## src/rtl/fa_serial_add_ctrl.sv

```systemverilog
// Bit-serial adder sequencer: one full adder reused once per bit, valid/ready on both sides.
// Optional signed-overflow output enabled by defining FA_SERIAL_OVF_EN.
module fa_serial_add_ctrl #(
  parameter int unsigned WIDTH = 8
) (
  input  logic             clk,
  input  logic             rst_n,
  input  logic             start_valid,
  output logic             start_ready,
  input  logic [WIDTH-1:0] a,
  input  logic [WIDTH-1:0] b,
  input  logic             cin,
  output logic             done_valid,
  input  logic             done_ready,
  output logic [WIDTH-1:0] sum,
  output logic             cout,
  output logic             busy
`ifdef FA_SERIAL_OVF_EN
  ,
  output logic             ovf
`endif
);

  localparam int unsigned CntW = $clog2(WIDTH + 1);

  typedef enum logic [1:0] {StIdle, StRun, StDone} state_e;

  state_e           state_q, state_d;
  logic [WIDTH-1:0] a_sh_q, a_sh_d;
  logic [WIDTH-1:0] b_sh_q, b_sh_d;
  logic [WIDTH-1:0] sum_q, sum_d;
  logic [WIDTH:0]   sum_ext;
  logic             carry_q, carry_d;
  logic             cout_q, cout_d;
  logic [CntW-1:0]  cnt_q, cnt_d;
  logic             fa_sum, fa_carry, last_bit;
`ifdef FA_SERIAL_OVF_EN
  logic             ovf_q, ovf_d;
`endif

  // The single full adder, fed the LSBs of the shift registers and the running carry.
  assign fa_sum   = a_sh_q[0] ^ b_sh_q[0] ^ carry_q;
  assign fa_carry = (a_sh_q[0] & b_sh_q[0]) | (carry_q & (a_sh_q[0] ^ b_sh_q[0]));
  assign last_bit = (cnt_q == CntW'(WIDTH - 1));
  // New sum bit enters at the MSB; after WIDTH shifts bit 0 lands at sum[0].
  assign sum_ext  = {fa_sum, sum_q};

  always_comb begin
    state_d = state_q;
    a_sh_d  = a_sh_q;
    b_sh_d  = b_sh_q;
    sum_d   = sum_q;
    carry_d = carry_q;
    cout_d  = cout_q;
    cnt_d   = cnt_q;
`ifdef FA_SERIAL_OVF_EN
    ovf_d   = ovf_q;
`endif
    unique case (state_q)
      StIdle: begin
        if (start_valid) begin
          a_sh_d  = a;
          b_sh_d  = b;
          carry_d = cin;
          cnt_d   = '0;
          state_d = StRun;
        end
      end
      StRun: begin
        a_sh_d  = a_sh_q >> 1;
        b_sh_d  = b_sh_q >> 1;
        sum_d   = sum_ext[WIDTH:1];
        carry_d = fa_carry;
        cnt_d   = cnt_q + CntW'(1);
        if (last_bit) begin
          cout_d  = fa_carry;
`ifdef FA_SERIAL_OVF_EN
          // Carry into the MSB differs from carry out of it.
          ovf_d   = carry_q ^ fa_carry;
`endif
          state_d = StDone;
        end
      end
      StDone: begin
        if (done_ready) begin
          state_d = StIdle;
        end
      end
      default: state_d = StIdle;
    endcase
  end

  always_ff @(posedge clk) begin
    if (!rst_n) begin
      state_q <= StIdle;
      a_sh_q  <= '0;
      b_sh_q  <= '0;
      sum_q   <= '0;
      carry_q <= 1'b0;
      cout_q  <= 1'b0;
      cnt_q   <= '0;
`ifdef FA_SERIAL_OVF_EN
      ovf_q   <= 1'b0;
`endif
    end else begin
      state_q <= state_d;
      a_sh_q  <= a_sh_d;
      b_sh_q  <= b_sh_d;
      sum_q   <= sum_d;
      carry_q <= carry_d;
      cout_q  <= cout_d;
      cnt_q   <= cnt_d;
`ifdef FA_SERIAL_OVF_EN
      ovf_q   <= ovf_d;
`endif
    end
  end

  assign start_ready = (state_q == StIdle);
  assign done_valid  = (state_q == StDone);
  assign busy        = (state_q != StIdle);
  assign sum         = sum_q;
  assign cout        = cout_q;
`ifdef FA_SERIAL_OVF_EN
  assign ovf         = ovf_q;
`endif

endmodule

```

## config.mk

```make
export PLATFORM = sky130hd
export DESIGN_NAME = fa_serial_add_ctrl
export DESIGN_NICKNAME = d
export VERILOG_FILES = /design/src/rtl/fa_serial_add_ctrl.sv
export SDC_FILE = /design/constraint.sdc
export NUM_CORES = 1
export LEC_CHECK = 0
export BUFFER_PORTS_ARGS = -buffer_cell sky130_fd_sc_hd__buf_2
export CORE_ASPECT_RATIO = 0.7
export CORE_MARGIN = 8
export CORE_UTILIZATION = 41
export CTS_CLUSTER_DIAMETER = 150
export DETAILED_ROUTE_END_ITERATION = 12
export PLACE_DENSITY = 0.71
export RECOVER_POWER = 50
export SETUP_SLACK_MARGIN = 0.3
export SYNTH_ARGS = -nofsm -noshare
export SYNTH_HDL_FRONTEND = slang
export SYNTH_SLANG_ARGS = --single-unit
export TNS_END_PERCENT = 20
```

## constraint.sdc

```tcl
create_clock -name clk -period 1.15 [get_ports clk]
set_input_delay 0.115 -clock clk [delete_from_list [all_inputs] [get_ports clk]]
set_output_delay 0.115 -clock clk [all_outputs]
set_load 0.005 [all_outputs]
```

Word level (Yosys, flattened, before mapping)
Cells that the tools add are included.
- flip-flop bits (word level): 32
- word-level logic and storage cells: 37
- output and inout bits: 12
- multiplexer cells: 12
- reductions and logical operators: 6
- bitwise gates (word level): 5
- add/subtract/negate cells: 1
- eq/ne operators: 6
- operator list (operator ; count):
    $pmux W8 S2 ; 2
    $mux W8 ; 2
    $pmux W4 S2 ; 1
    $mux W2 ; 3
    $pmux W2 S3 ; 1
    $add A4 B1 Y4 const B ; 1
    $eq A4 B3 Y1 const B ; 1
    $mux W4 ; 1
    $ne A2 B2 Y1 const B ; 2
    $reduce_and A2 Y1 ; 2
    $reduce_bool A2 Y1 ; 2
    $reduce_and A3 Y1 ; 1
    $and A1 B1 Y1 ; 2
    $eq A2 B1 Y1 const B ; 1
    $eq A2 B2 Y1 const B ; 1
    $logic_not A2 Y1 ; 1
    $ne A2 B1 Y1 const B ; 1
    $pmux W1 S2 ; 1
    $xor A1 B1 Y1 ; 2
    $mux W1 ; 1
    $or A1 B1 Y1 ; 1

Longest topological paths before layout
Gate-level depths: netlist (run 1).
- depth after elaboration: 4
- depth in mapped cells: 5
- mapped depth without buffers: 4

Worst setup path before layout (run 1)
Ideal clock, no wire load.
- kind: register to register
- start: reg state_q[1]
- end: reg cnt_q[3]
- required time: 1.076 ns
- setup slack: -0.011 ns
- arrival: 1.086 ns
- stages on the path, launching flop included: 5
- cells stage by stage: dfxtp_1 > nand2b_1 > buf_6 > or3_1 > a31oi_1
- cells in the longest elaborated chain, start to end: 3
- elaborated cells between the ends (all ways): 6
- ends and longest elaborated chain (what ; RTL line ; RTL):
    start: declaration ; 28 ; state_e state_q, state_d;
    start signal: assignment ; 95 ; state_q <= StIdle;
    start signal: assignment ; 106 ; state_q <= state_d;
    $eq A2 B1 Y1 / $logic_not A2 Y1 (equally long branches) ; 59 ; unique case (state_q)
    $reduce_bool A2 Y1 (no source line) / $ne A2 B2 Y1 (equally long branches) ; -- ;
    $reduce_and A2 Y1 (no source line) ; -- ;
    end signal: assignment ; 112 ; cnt_q <= cnt_d;
    end: declaration ; 35 ; logic [CntW-1:0] cnt_q, cnt_d;
Several ways; a longest one is shown, not always the timed one.
A chain may end at the register's enable or synchronous reset.

Final worst setup path (run 1)
- start: reg state_q[0]
- end: reg cnt_q[2]
The elaborated chain is that of the path after synthesis.

==> results of run 1 <==
[metal layers]
layer  wire length, um  vias up  track usage [%]
met5                 0        -                0
met4                80        0             5.96
met3               210       10             6.25
met2              1880       39             24.0
met1              1750      633             16.2
li1                  -      657                -
[worst reg2reg max path: cells and delay by family (launching register included)]
kind | cells | cell delay (ns)
DFF | 1 | 0.39
AOI/OAI and AO/OA | 2 | 0.42
buffers and inverters | 2 | 0.24
and+or+nand+nor | 1 | 0.06
[state kept, by name, summed over array words and instances (netlist names)]
signal   cells
a_sh_q       8
cout         1
state_q      2
carry_q      1
sum          8
cnt_q        4
b_sh_q       8
[power groups by stage]
| stage | Sequential, mW | Clock [mW] | Combinational (mW) |
|---|---|---|---|
| 2_1_floorplan | 1.23 | 0 | 0.202 |
| 3_3_place_gp | 1.24 | 0 | 0.274 |
| 3_5_place_dp | 1.24 | 0 | 0.286 |
| 4_1_cts | 1.22 | 0.910 | 0.368 |
| 5_1_grt | 1.24 | 0.960 | 0.453 |
| 6_report | 1.23 | 0.900 | 0.412 |
[what timing repair did]
| action | 4_1_cts | 5_1_grt |
|---|---|---|
| pin swaps | 11 | 8 |
| setup endpoints to repair | 43 | 44 |
| setup buffers | 8 | 2 |
| gates cloned | 0 | 0 |
| gates resized for setup | 36 | 27 |
[path summary, 6_finish.rpt]
kind / startpoint / to / slack [ns] / cells after the start
setup / recovery: state_q[0]$_SDFFE_PN0P_ / cnt_q[2]$_SDFFE_PN0P_ / -0.03 / 5
hold / removal: a[7] / a_sh_q[7]$_SDFFE_PN0P_ / 0.1 / 3
setup reg to reg: state_q[0]$_SDFFE_PN0P_ / cnt_q[2]$_SDFFE_PN0P_ / -0.03 / 5
hold reg to reg: sum[4]$_SDFFE_PN0P_ / sum[3]$_SDFFE_PN0P_ / 0.46 / 2
[final cells by class]
cell class,instances,area [um^2]
Clock buffer,6,82.6
Inverter,4,21.3
Timing Repair Buffer,48,340
Clock inverter,2,10.0
Sequential cell,32,653
Fill cell,277,1190
Multi-Input combinational cell,114,805
Tap cell,38,47.5
[kinds of logic after synthesis]
kind of cell,count (synthesis)
buf+inv,15
simple gates,48
compound gates,62
flops,32
mux,2
fa+ha+maj,2
[per-stage QoR]
stage | instances | setup slack, ns | cell area, um^2
floorplan | 161 | 0.0925 | 1390
global placement | 226 | 0.0592 | 1580
detailed placement | 226 | -0.0199 | 1580
CTS | 242 | -0.0511 | 1850
global route | 244 | -0.0879 | 1960
finish | 244 | -0.0336 | 1960
[cell usage in the layout (no fill, tap or decap), types with 2 or more instances in the layout]
| cell | instances |
|---|---|
| buf_2 | 27 |
| dfxtp_1 | 26 |
| a21oi_1 | 22 |
| nand2_1 | 21 |
| buf_4 | 13 |
| nor2_1 | 12 |
| o21ai_1 | 8 |
| o2bb2ai_2 | 6 |
| clkbuf_8 | 6 |
| buf_6 | 6 |
| o21ai_2 | 5 |
| o22ai_2 | 4 |
| dfxtp_2 | 4 |
| nor2_2 | 3 |
| o2bb2ai_1 | 3 |
| nor2_4 | 2 |
| inv_1 | 2 |
| o21ai_0 | 2 |
| a32oi_1 | 2 |
| a21oi_2 | 2 |
| mux2i_1 | 2 |
| nand3_1 | 2 |
| clkinv_2 | 2 |
| buf_12 | 2 |
| dfxtp_4 | 2 |
==> results.txt, run 1 <==
status -> finished with violations
failing checks -> setup timing
Synth Area in Adders -> 2.41%
Period Utilization, post-route -> 103%
xor/xnor share of the synthesized area -> 0%
Antenna Cells -> 0
worst slew pin tran -> 0.473 ns
top cell type's share of synthesized area -> 47.5%
fin. max-slew vios -> 0
area leader, netlist -> dfxtp_1
critical-path cell list -> buf_12 > buf_4 > nand2_1 > o32a_1 > a21oi_1
Hold Buf Count CTS -> 0
largest family of logic cells by synthesized area -> compound AO/OA/AOI/OAI gates
crit end category -> flip-flop
switching part of the total -> 27.1%
Port Buffers -> 32
Yosys cell types -> 31
Critical path buffers and inverters -> 2
initial antenna violation count -> 0
wire per inst -> 16.1 um
Via Count -> 1339
sequential share of power -> 48.4%
Mapped Cells -> 161
Max FO, Critical Path -> 6
Max Clock Skew -> 0.0109 ns
Syn Nets -> 184
max-cap viol count -> 0
Hold WS -> 0.0991 ns
post-synthesis compound-gate area fraction -> 28.5%
combinational share of power -> 16.2%
total grt overflow -> 0
family with the most delay on the worst path -> compound AO/OA/AOI/OAI gates
Root Buffer Master -> clkbuf_8
area delta synth->final -> 45.3%
drt total wl -> 3920 um
maximum vdd drop -> 978 uV
first-pass GRT wire length -> 6310 um
PwrDens -> 1300 nW/um^2
num rows -> 17
fmax -> 0.845 GHz
Simple-Gate Fraction of Synth Area -> 15.0%
RSZ-0062 raised after global routing -> yes
DIE HEIGHT -> 64.0 um
CTS Buf Count -> 5
DR iter-0 viols -> 82
most common cell in the netlist -> dfxtp_1
number of remaining DRC errors -> 0
sw power -> 0.689 mW
number of warnings issued by yosys -> 0
vias in the first global route -> 1364
H-Tree Depth -> 2
DR pass1 iterations -> 4
Yosys reg bits -> 32
Overall Global Routing Usage -> 14.5%
Crit-path slowest cell -> dfxtp_4
mean post-synth cell area -> 8.38 um^2
setup ws final -> -0.0336 ns
Die Width -> 84.6 um
final setup violating endpoints -> 2
hpwl dp -> 2560 um
Design Power -> 2.54 mW
register area share after synthesis -> 47.5%
largest net degree at the start of global routing -> 17
Starting Density -> 42.8%
post-layout min period -> 1.18 ns
Post-synth ARST share -> 0%
post-synthesis mux area share -> 1.48%
CP Class -> flip-flop to flip-flop
number of synthesized flops with an enable pin -> 0
Max-slew headroom -> 68.4%
Mapped Area -> 1350 um^2
Startpoint Class -> flip-flop
Post-synth top cells -> dfxtp_1 (32), a21oi_1 (24), nand2_1 (22)
fin util -> 62.2%
Routed Antenna Nets -> 0
Layout Nets -> 228
post-route setup TNS -> -0.0591 ns
core area -> 3150 um^2
Clock Sink Count -> 32
IO Pins -> 33
die area -> 5410 um^2
internal power contribution -> 1.85 mW
final-report hold violation count -> 0
crit path DAT -> 1.39 ns
Primary FF master, synth -> dfxtp_1
Max clock buf depth -> 2
Required @ worst endpoint -> 1.36 ns
slowest stage delay, CP -> 0.39 ns
RePlAce Congestion -> 0.859
largest cells by area after synthesis -> dfxtp_1 (47%), a21oi_1 (8.9%), o2bb2ai_1 (6.5%)
share of cells above drive strength 1 -> 46.1%
vias per cell -> 5.49
CTS tree -> done
Clock transition at path regs -> 0.07 ns
Hold/Removal Path Class -> primary input to flip-flop
cell leakage power -> 0.780 nW
worst skew pair latency -> 0.29 ns
clock power share -> 35.4%
(Power assumes the default switching activity.)
==> run 2: changes to the inputs <==
--- a/config.mk
+++ b/config.mk
@@ -5,12 +5,14 @@
 export SDC_FILE = /design/constraint.sdc
 export NUM_CORES = 1
 export LEC_CHECK = 0
+export ABC_AREA = 1
 export BUFFER_PORTS_ARGS = -buffer_cell sky130_fd_sc_hd__buf_2
 export CORE_ASPECT_RATIO = 0.7
 export CORE_MARGIN = 8
 export CORE_UTILIZATION = 41
 export CTS_CLUSTER_DIAMETER = 150
 export DETAILED_ROUTE_END_ITERATION = 12
+export HOLD_SLACK_MARGIN = 0.1
 export PLACE_DENSITY = 0.71
 export RECOVER_POWER = 50
 export SETUP_SLACK_MARGIN = 0.3
==> run 2 against run 1 <==
Against the previous run:
- the run still ends with setup timing left
- final cell count increased by 28%
- total power shrank 0.60%
- global-route usage is 0.14 points lower
- routed wire length fell by 2.0%
- via count rose by 6.9%
- critical path type is now flip-flop to primary output
- largest cell class unchanged
==> results.txt, run 2 <==
Reg2Reg Setup Slack -> 0.05 ns (was -0.03 ns)
Layout Nets -> 284 (was 228)
vias per cell -> 4.59 (was 5.49)
most common cell after layout, fill and taps aside -> nor2_1 (was buf_2)
vias in the first global route -> 1454 (was 1364)
Primary FF master, synth -> dfxtp_1 (unchanged)
drt total wl -> 3840 um (was 3920 um)
number of synthesized flops with an enable pin -> 0 (unchanged)
hpwl dp -> 2500 um (was 2560 um)
crit end category -> primary output (was flip-flop)
Yosys reg bits -> 32 (unchanged)
Post-synth top cells -> nor2_1 (51), nand2_1 (43), dfxtp_1 (32) (was dfxtp_1 (32), a21oi_1 (24), nand2_1 (22))
RSZ-0062 raised after global routing -> yes (unchanged)
Overall Global Routing Usage -> 14.4% (was 14.5%)
DR iter-0 viols -> 102 (was 82)
CTS Buf Count -> 5 (unchanged)
status -> finished with violations (unchanged)
top cell type's share of synthesized area -> 43.0% (was 47.5%)
number of warnings issued by yosys -> 0 (unchanged)
Crit Reg-Reg Endpoint -> carry_q$_SDFFE_PN0P_ (was cnt_q[2]$_SDFFE_PN0P_)
fmax -> 0.863 GHz (was 0.845 GHz)
maximum vdd drop -> 781 uV (was 978 uV)
Via Count -> 1431 (was 1339)
Post-synth ARST share -> 0% (unchanged)
Mapped Cells -> 217 (was 161)
Max FO, Critical Path -> 4 (was 6)
area leader, netlist -> dfxtp_1 (unchanged)
Routed Antenna Nets -> 0 (unchanged)
setup ws final -> -0.00838 ns (was -0.0336 ns)
total grt overflow -> 0 (unchanged)
core area -> 3510 um^2 (was 3150 um^2)
most frequent cells in the layout -> nor2_1 (49), nand2_1 (40), buf_2 (29) (was buf_2 (27), dfxtp_1 (26), a21oi_1 (22))
Required @ worst endpoint -> 1.03 ns (was 1.36 ns)
Max clock buf depth -> 2 (unchanged)
DR pass1 iterations -> 4 (unchanged)
initial antenna violation count -> 0 (unchanged)
crit path DAT -> 1.04 ns (was 1.39 ns)
largest net degree at the start of global routing -> 30 (was 17)
Max Clock Skew -> 0.00775 ns (was 0.0109 ns)
FILL cells -> 348 (was 277)
PwrDens -> 1250 nW/um^2 (was 1300 nW/um^2)
share of cells above drive strength 1 -> 32.8% (was 46.1%)
hold path endpoint -> b_sh_q[7]$_SDFFE_PN0P_ (was a_sh_q[7]$_SDFFE_PN0P_)
area delta synth->final -> 35.2% (was 45.3%)
first-pass GRT wire length -> 6540 um (was 6310 um)
Hold/Removal Path Class -> primary input to flip-flop (unchanged)
mean post-synth cell area -> 6.87 um^2 (was 8.38 um^2)
CTS tree -> done (unchanged)
number of remaining DRC errors -> 0 (unchanged)
Critical path buffers and inverters -> 3 (was 2)
Max-slew headroom -> 61.5% (was 68.4%)
most common cell in the netlist -> nor2_1 (was dfxtp_1)
fin. max-slew vios -> 0 (unchanged)
register area share after synthesis -> 43.0% (was 47.5%)
Port Buffers -> 32 (unchanged)
die area -> 5850 um^2 (was 5410 um^2)
IO Pins -> 33 (unchanged)
family with the most delay on the worst path -> flip-flops (was compound AO/OA/AOI/OAI gates)
Crit-path slowest cell -> dfxtp_4 (unchanged)
DIE HEIGHT -> 66.5 um (was 64.0 um)
Yosys cell types -> 18 (was 31)
Syn Nets -> 240 (was 184)
largest cells by area after synthesis -> dfxtp_1 (43%), nor2_1 (13%), nand2_1 (11%) (was dfxtp_1 (47%), a21oi_1 (8.9%), o2bb2ai_1 (6.5%))
Startpoint Class -> flip-flop (unchanged)
CP Class -> flip-flop to primary output (was flip-flop to flip-flop)
failing checks -> setup timing (unchanged)
Mapped Area -> 1490 um^2 (was 1350 um^2)
Root Buffer Master -> clkbuf_8 (unchanged)
critical-path cell list -> nor2_4 > buf_12 > inv_4 > buf_6 (was buf_12 > buf_4 > nand2_1 > o32a_1 > a21oi_1)
max-cap viol count -> 0 (unchanged)
post-layout min period -> 1.16 ns (was 1.18 ns)
worst r2r src -> state_q[1]$_SDFFE_PN0P_ (was state_q[0]$_SDFFE_PN0P_)
worst slew pin tran -> 0.576 ns (was 0.473 ns)
Clock transition at path regs -> 0.06 ns (was 0.07 ns)
final-report hold violation count -> 0 (unchanged)
Hold WS -> 0.127 ns (was 0.0991 ns)
Antenna Cells -> 0 (unchanged)
Starting Density -> 42.5% (was 42.8%)
num rows -> 18 (was 17)
Period Utilization, post-route -> 101% (was 103%)
cell leakage power -> 0.925 nW (was 0.780 nW)
Clock Sink Count -> 32 (unchanged)
Worst Hold Depth -> 3 (unchanged)
H-Tree Depth -> 2 (unchanged)
Worst Hold Launch -> b[7] (was a[7])
slowest stage delay, CP -> 0.37 ns (was 0.39 ns)
worst skew pair latency -> 0.28 ns (was 0.29 ns)
reg2reg path depth -> 7 (was 5)
Die Width -> 88.1 um (was 84.6 um)
post-route setup TNS -> -0.00838 ns (was -0.0591 ns)
RePlAce Congestion -> 0.777 (was 0.859)
final setup violating endpoints -> 1 (was 2)
wire per inst -> 12.3 um (was 16.1 um)
## run 2: power by group
group          internal (mW)  switching [mW]  total [mW]
Sequential              1.17          0.0461        1.22
Clock                  0.488           0.395       0.883
Combinational          0.197           0.230       0.427
Total                   1.86           0.671        2.53
## run 2: cell families after synthesis
| logic type | count (synthesis) | synth area share (%) |
|---|---|---|
| and+or+nand+nor | 132 | 37.9 |
| buffers and inverters | 33 | 10.4 |
| DFF | 32 | 43.0 |
| AOI/OAI and AO/OA | 18 | 6.54 |
| adders and majority gates | 2 | 2.18 |
## run 2: per-stage QoR
stage	util (%)	instance area, um^2	std cells	power [mW]	setup slack, ns
after global routing	57.4	2020	312	2.67	-0.0514
after floorplan	-	1510	217	1.46	0.0948
final	57.4	2020	312	2.53	-0.00838
after detailed placement	49.8	1750	297	1.60	0.0273
after CTS	56.8	2000	312	2.54	-0.0136
after global placement	49.8	1750	297	1.59	0.0539
## run 2: cell type report
class / instances / area, um^2 / area share [%]
timing repair buffer: 47 / 329 / 16.3
clock buffer: 8 / 90.1 / 4.47
sequential: 32 / 654 / 32.4
tap: 50 / 62.6 / 3.10
inverter: 23 / 91.3 / 4.53
multi-input combinational: 152 / 790 / 39.1
## run 2: per-layer routing
layer | GRT usage (%) | routed length (um)
met1 | 18.0 | 1910
met2 | 22.4 | 1710
met3 | 5.65 | 221
met5 | 0 | 0
met4 | 3.98 | 0
## run 2: worst max-delay path by stage
stage | to | start | cells after the start
after detailed placement | cout$_SDFFE_PN0P_ | cnt_q[1]$_SDFFE_PN0P_ | 6
after global routing | busy | state_q[1]$_SDFFE_PN0P_ | 4
after global placement | cout$_SDFFE_PN0P_ | cnt_q[1]$_SDFFE_PN0P_ | 6
after CTS | busy | state_q[0]$_SDFFE_PN0P_ | 4
after floorplan | sum[7]$_SDFFE_PN0P_ | a_sh_q[0]$_SDFFE_PN0P_ | 3
final | busy | state_q[1]$_SDFFE_PN0P_ | 4
## run 2: worst min-delay path, cell delays in order
cell,delay [ns]
buf_2,0.10
nand2_1,0.08
a21oi_1,0.06
## run 2: what timing repair did
item                                   in CTS  in global routing
setup buffers                               5                  0
resized for setup                          39                  7
gates cloned                                0                  0
endpoints found under the hold margin       2                  0
pin swaps                                  16                  4
hold buffers                                2                  0
setup endpoints to repair                  43                 44
==> run 3: changes to the inputs <==
--- a/config.mk
+++ b/config.mk
@@ -7,9 +7,11 @@
 export LEC_CHECK = 0
 export ABC_AREA = 1
 export BUFFER_PORTS_ARGS = -buffer_cell sky130_fd_sc_hd__buf_2
+export CAP_MARGIN = 20
 export CORE_ASPECT_RATIO = 0.7
 export CORE_MARGIN = 8
 export CORE_UTILIZATION = 41
+export CTS_BUF_LIST = sky130_fd_sc_hd__clkbuf_2 sky130_fd_sc_hd__clkbuf_4 sky130_fd_sc_hd__clkbuf_8
 export CTS_CLUSTER_DIAMETER = 150
 export DETAILED_ROUTE_END_ITERATION = 12
 export HOLD_SLACK_MARGIN = 0.1
==> run 3 against run 2 <==
Against the previous run:
- the run still ends with setup timing left
- total power up 1.7%
- sequential power hardly changed
- routed wire length down 0.36%
- final cell count unchanged
- sequential share of layout area is 0.12 points lower
- critical path depth is the same
- sequential cell count is the same
- combinational power about the same
- hold slack is essentially flat
- global-route usage increased by 0.16 points
- via count increased by 1.1%
==> results.txt, run 3 (synthesis results as in run 2) <==
drt total wl -> 3820 um (was 3840 um)
first-pass GRT wire length -> 6590 um (was 6540 um)
num rows -> 18 (unchanged)
IO Pins -> 33 (unchanged)
Max-slew headroom -> 62.7% (was 61.5%)
post-layout min period -> 1.16 ns (about the same)
Root Buffer Master -> clkbuf_8 (unchanged)
Max Clock Skew -> 0.00704 ns (was 0.00775 ns)
DR iter-0 viols -> 100 (was 102)
crit end category -> primary output (unchanged)
Startpoint Class -> flip-flop (unchanged)
Antenna Cells -> 0 (unchanged)
Overall Global Routing Usage -> 14.5% (was 14.4%)
fin. max-slew vios -> 0 (unchanged)
RePlAce Congestion -> 0.777 (unchanged)
hpwl dp -> 2500 um (unchanged)
crit path DAT -> 1.04 ns (about the same)
critical-path cell list -> nor2_4 > buf_12 > inv_4 > buf_6 (unchanged)
placed cell count -> 297 (unchanged)
Max clock buf depth -> 2 (unchanged)
Layout Nets -> 284 (unchanged)
most frequent cells in the layout -> nor2_1 (49), nand2_1 (40), buf_2 (29) (unchanged)
core area -> 3510 um^2 (unchanged)
die area -> 5850 um^2 (unchanged)
DR pass1 iterations -> 4 (unchanged)
Routed Antenna Nets -> 0 (unchanged)
Clock Sink Count -> 32 (unchanged)
Crit-path slowest cell -> dfxtp_4 (unchanged)
final-report hold violation count -> 0 (unchanged)
Clock transition at path regs -> 0.06 ns (about the same)
vias in the first global route -> 1467 (was 1454)
DIE HEIGHT -> 66.5 um (unchanged)
CTS Buf Count -> 5 (unchanged)
slowest stage delay, CP -> 0.37 ns (about the same)
Worst Setup SP -> state_q[1]$_SDFFE_PN0P_ (unchanged)
share of cells above drive strength 1 -> 33.6% (was 32.8%)
Hold/Removal Path Class -> primary input to flip-flop (unchanged)
vias per cell -> 4.64 (was 4.59)
total grt overflow -> 0 (unchanged)
Required @ worst endpoint -> 1.03 ns (about the same)
Die Width -> 88.1 um (unchanged)
most common cell after layout, fill and taps aside -> nor2_1 (unchanged)
Period Utilization, post-route -> 101% (about the same)
worst skew pair latency -> 0.28 ns (about the same)
Port Buffers -> 32 (unchanged)
worst slew pin tran -> 0.558 ns (was 0.576 ns)
setup ws final -> -0.00693 ns (was -0.00838 ns)
number of remaining DRC errors -> 0 (unchanged)
Via Count -> 1447 (was 1431)
maximum vdd drop -> 773 uV (was 781 uV)
family with the most delay on the worst path -> flip-flops (unchanged)
H-Tree Depth -> 2 (unchanged)
CTS tree -> done (unchanged)
Worst Hold Launch -> b[7] (unchanged)
Critical path buffers and inverters -> 3 (unchanged)
initial antenna violation count -> 0 (unchanged)
Starting Density -> 42.5% (unchanged)
RSZ-0062 raised after global routing -> yes (unchanged)
fmax -> 0.864 GHz (was 0.863 GHz)
wire per inst -> 12.3 um (about the same)
largest net degree at the start of global routing -> 30 (unchanged)
status -> finished with violations (unchanged)
area delta synth->final -> 35.7% (was 35.2%)
Post-Layout Cell Count -> 312 (unchanged)
failing checks -> setup timing (unchanged)
Design Power -> 2.57 mW (was 2.53 mW)
PwrDens -> 1270 nW/um^2 (was 1250 nW/um^2)
Max FO, Critical Path -> 4 (unchanged)
max-cap viol count -> 0 (unchanged)
FILL cells -> 349 (was 348)
cell leakage power -> 0.932 nW (was 0.925 nW)
final setup violating endpoints -> 1 (unchanged)
CP Class -> flip-flop to primary output (unchanged)
worst r2r src -> state_q[1]$_SDFFE_PN0P_ (unchanged)
post-route setup TNS -> -0.00693 ns (was -0.00838 ns)
run 3: routing by layer:
layer  global-route usage, %  share of wire (%)  vias to the layer above
met5                       0                  0                        -
met3                    6.02                5.5                        2
met4                    3.98               0.55                        0
met1                    18.0                 48                      656
li1                        -                  -                      756
met2                    22.7                 45                       33
run 3: area by class of cell:
class | count | area [um^2] | share of cell area [%]
clock buffer | 8 | 97.6 | 4.82
sequential | 32 | 654 | 32.3
timing repair buffer | 47 | 329 | 16.3
multi-input combinational | 152 | 790 | 39.0
inverter | 23 | 91.3 | 4.51
tap | 50 | 62.6 | 3.09
run 3: repair_timing:
action                                 in CTS  in global routing
resized for setup                          39                  7
endpoints found under the hold margin       2                  0
setup endpoints to repair                  43                 44
pin swaps                                  16                  4
hold buffers                                2                  0
buffers inserted                            5                  0
run 3: worst reg2reg max path: stages, from the launching register on:
cell	delay (ns)
dfxtp_4	0.37
nor2_4	0.14
buf_4	0.13
buf_6	0.12
nand3_1	0.09
nand3_1	0.09
nand2_1	0.05
inv_1	0.05
run 3: final timing paths:
path / end / slack, ns / depth (start not counted)
worst max-delay path: busy / -0.007 / 4
worst min-delay path: b_sh_q[7]$_SDFFE_PN0P_ / 0.13 / 3
worst max register to register: a_sh_q[6]$_SDFFE_PN0P_ / 0.05 / 7
worst min register to register: cout$_SDFFE_PN0P_ / 0.46 / 2
run 3: power breakdown:
part / internal [mW] / switching [mW] / total (mW)
sequential: 1.17 / 0.0463 / 1.22
combinational: 0.197 / 0.228 / 0.426
clock: 0.535 / 0.392 / 0.927
total: 1.90 / 0.667 / 2.57
run 3: through the flow:
stage          hold slack (ns)  worst slack (ns)  instance area (um^2)  util, %
2_1_floorplan            0.231            0.0948                  1510        -
3_3_place_gp             0.379            0.0539                  1750     49.8
3_5_place_dp             0.380            0.0273                  1750     49.8
4_1_cts                  0.101           -0.0150                  2000     57.0
5_1_grt                  0.124           -0.0535                  2020     57.6
6_report                 0.127          -0.00693                  2020     57.6
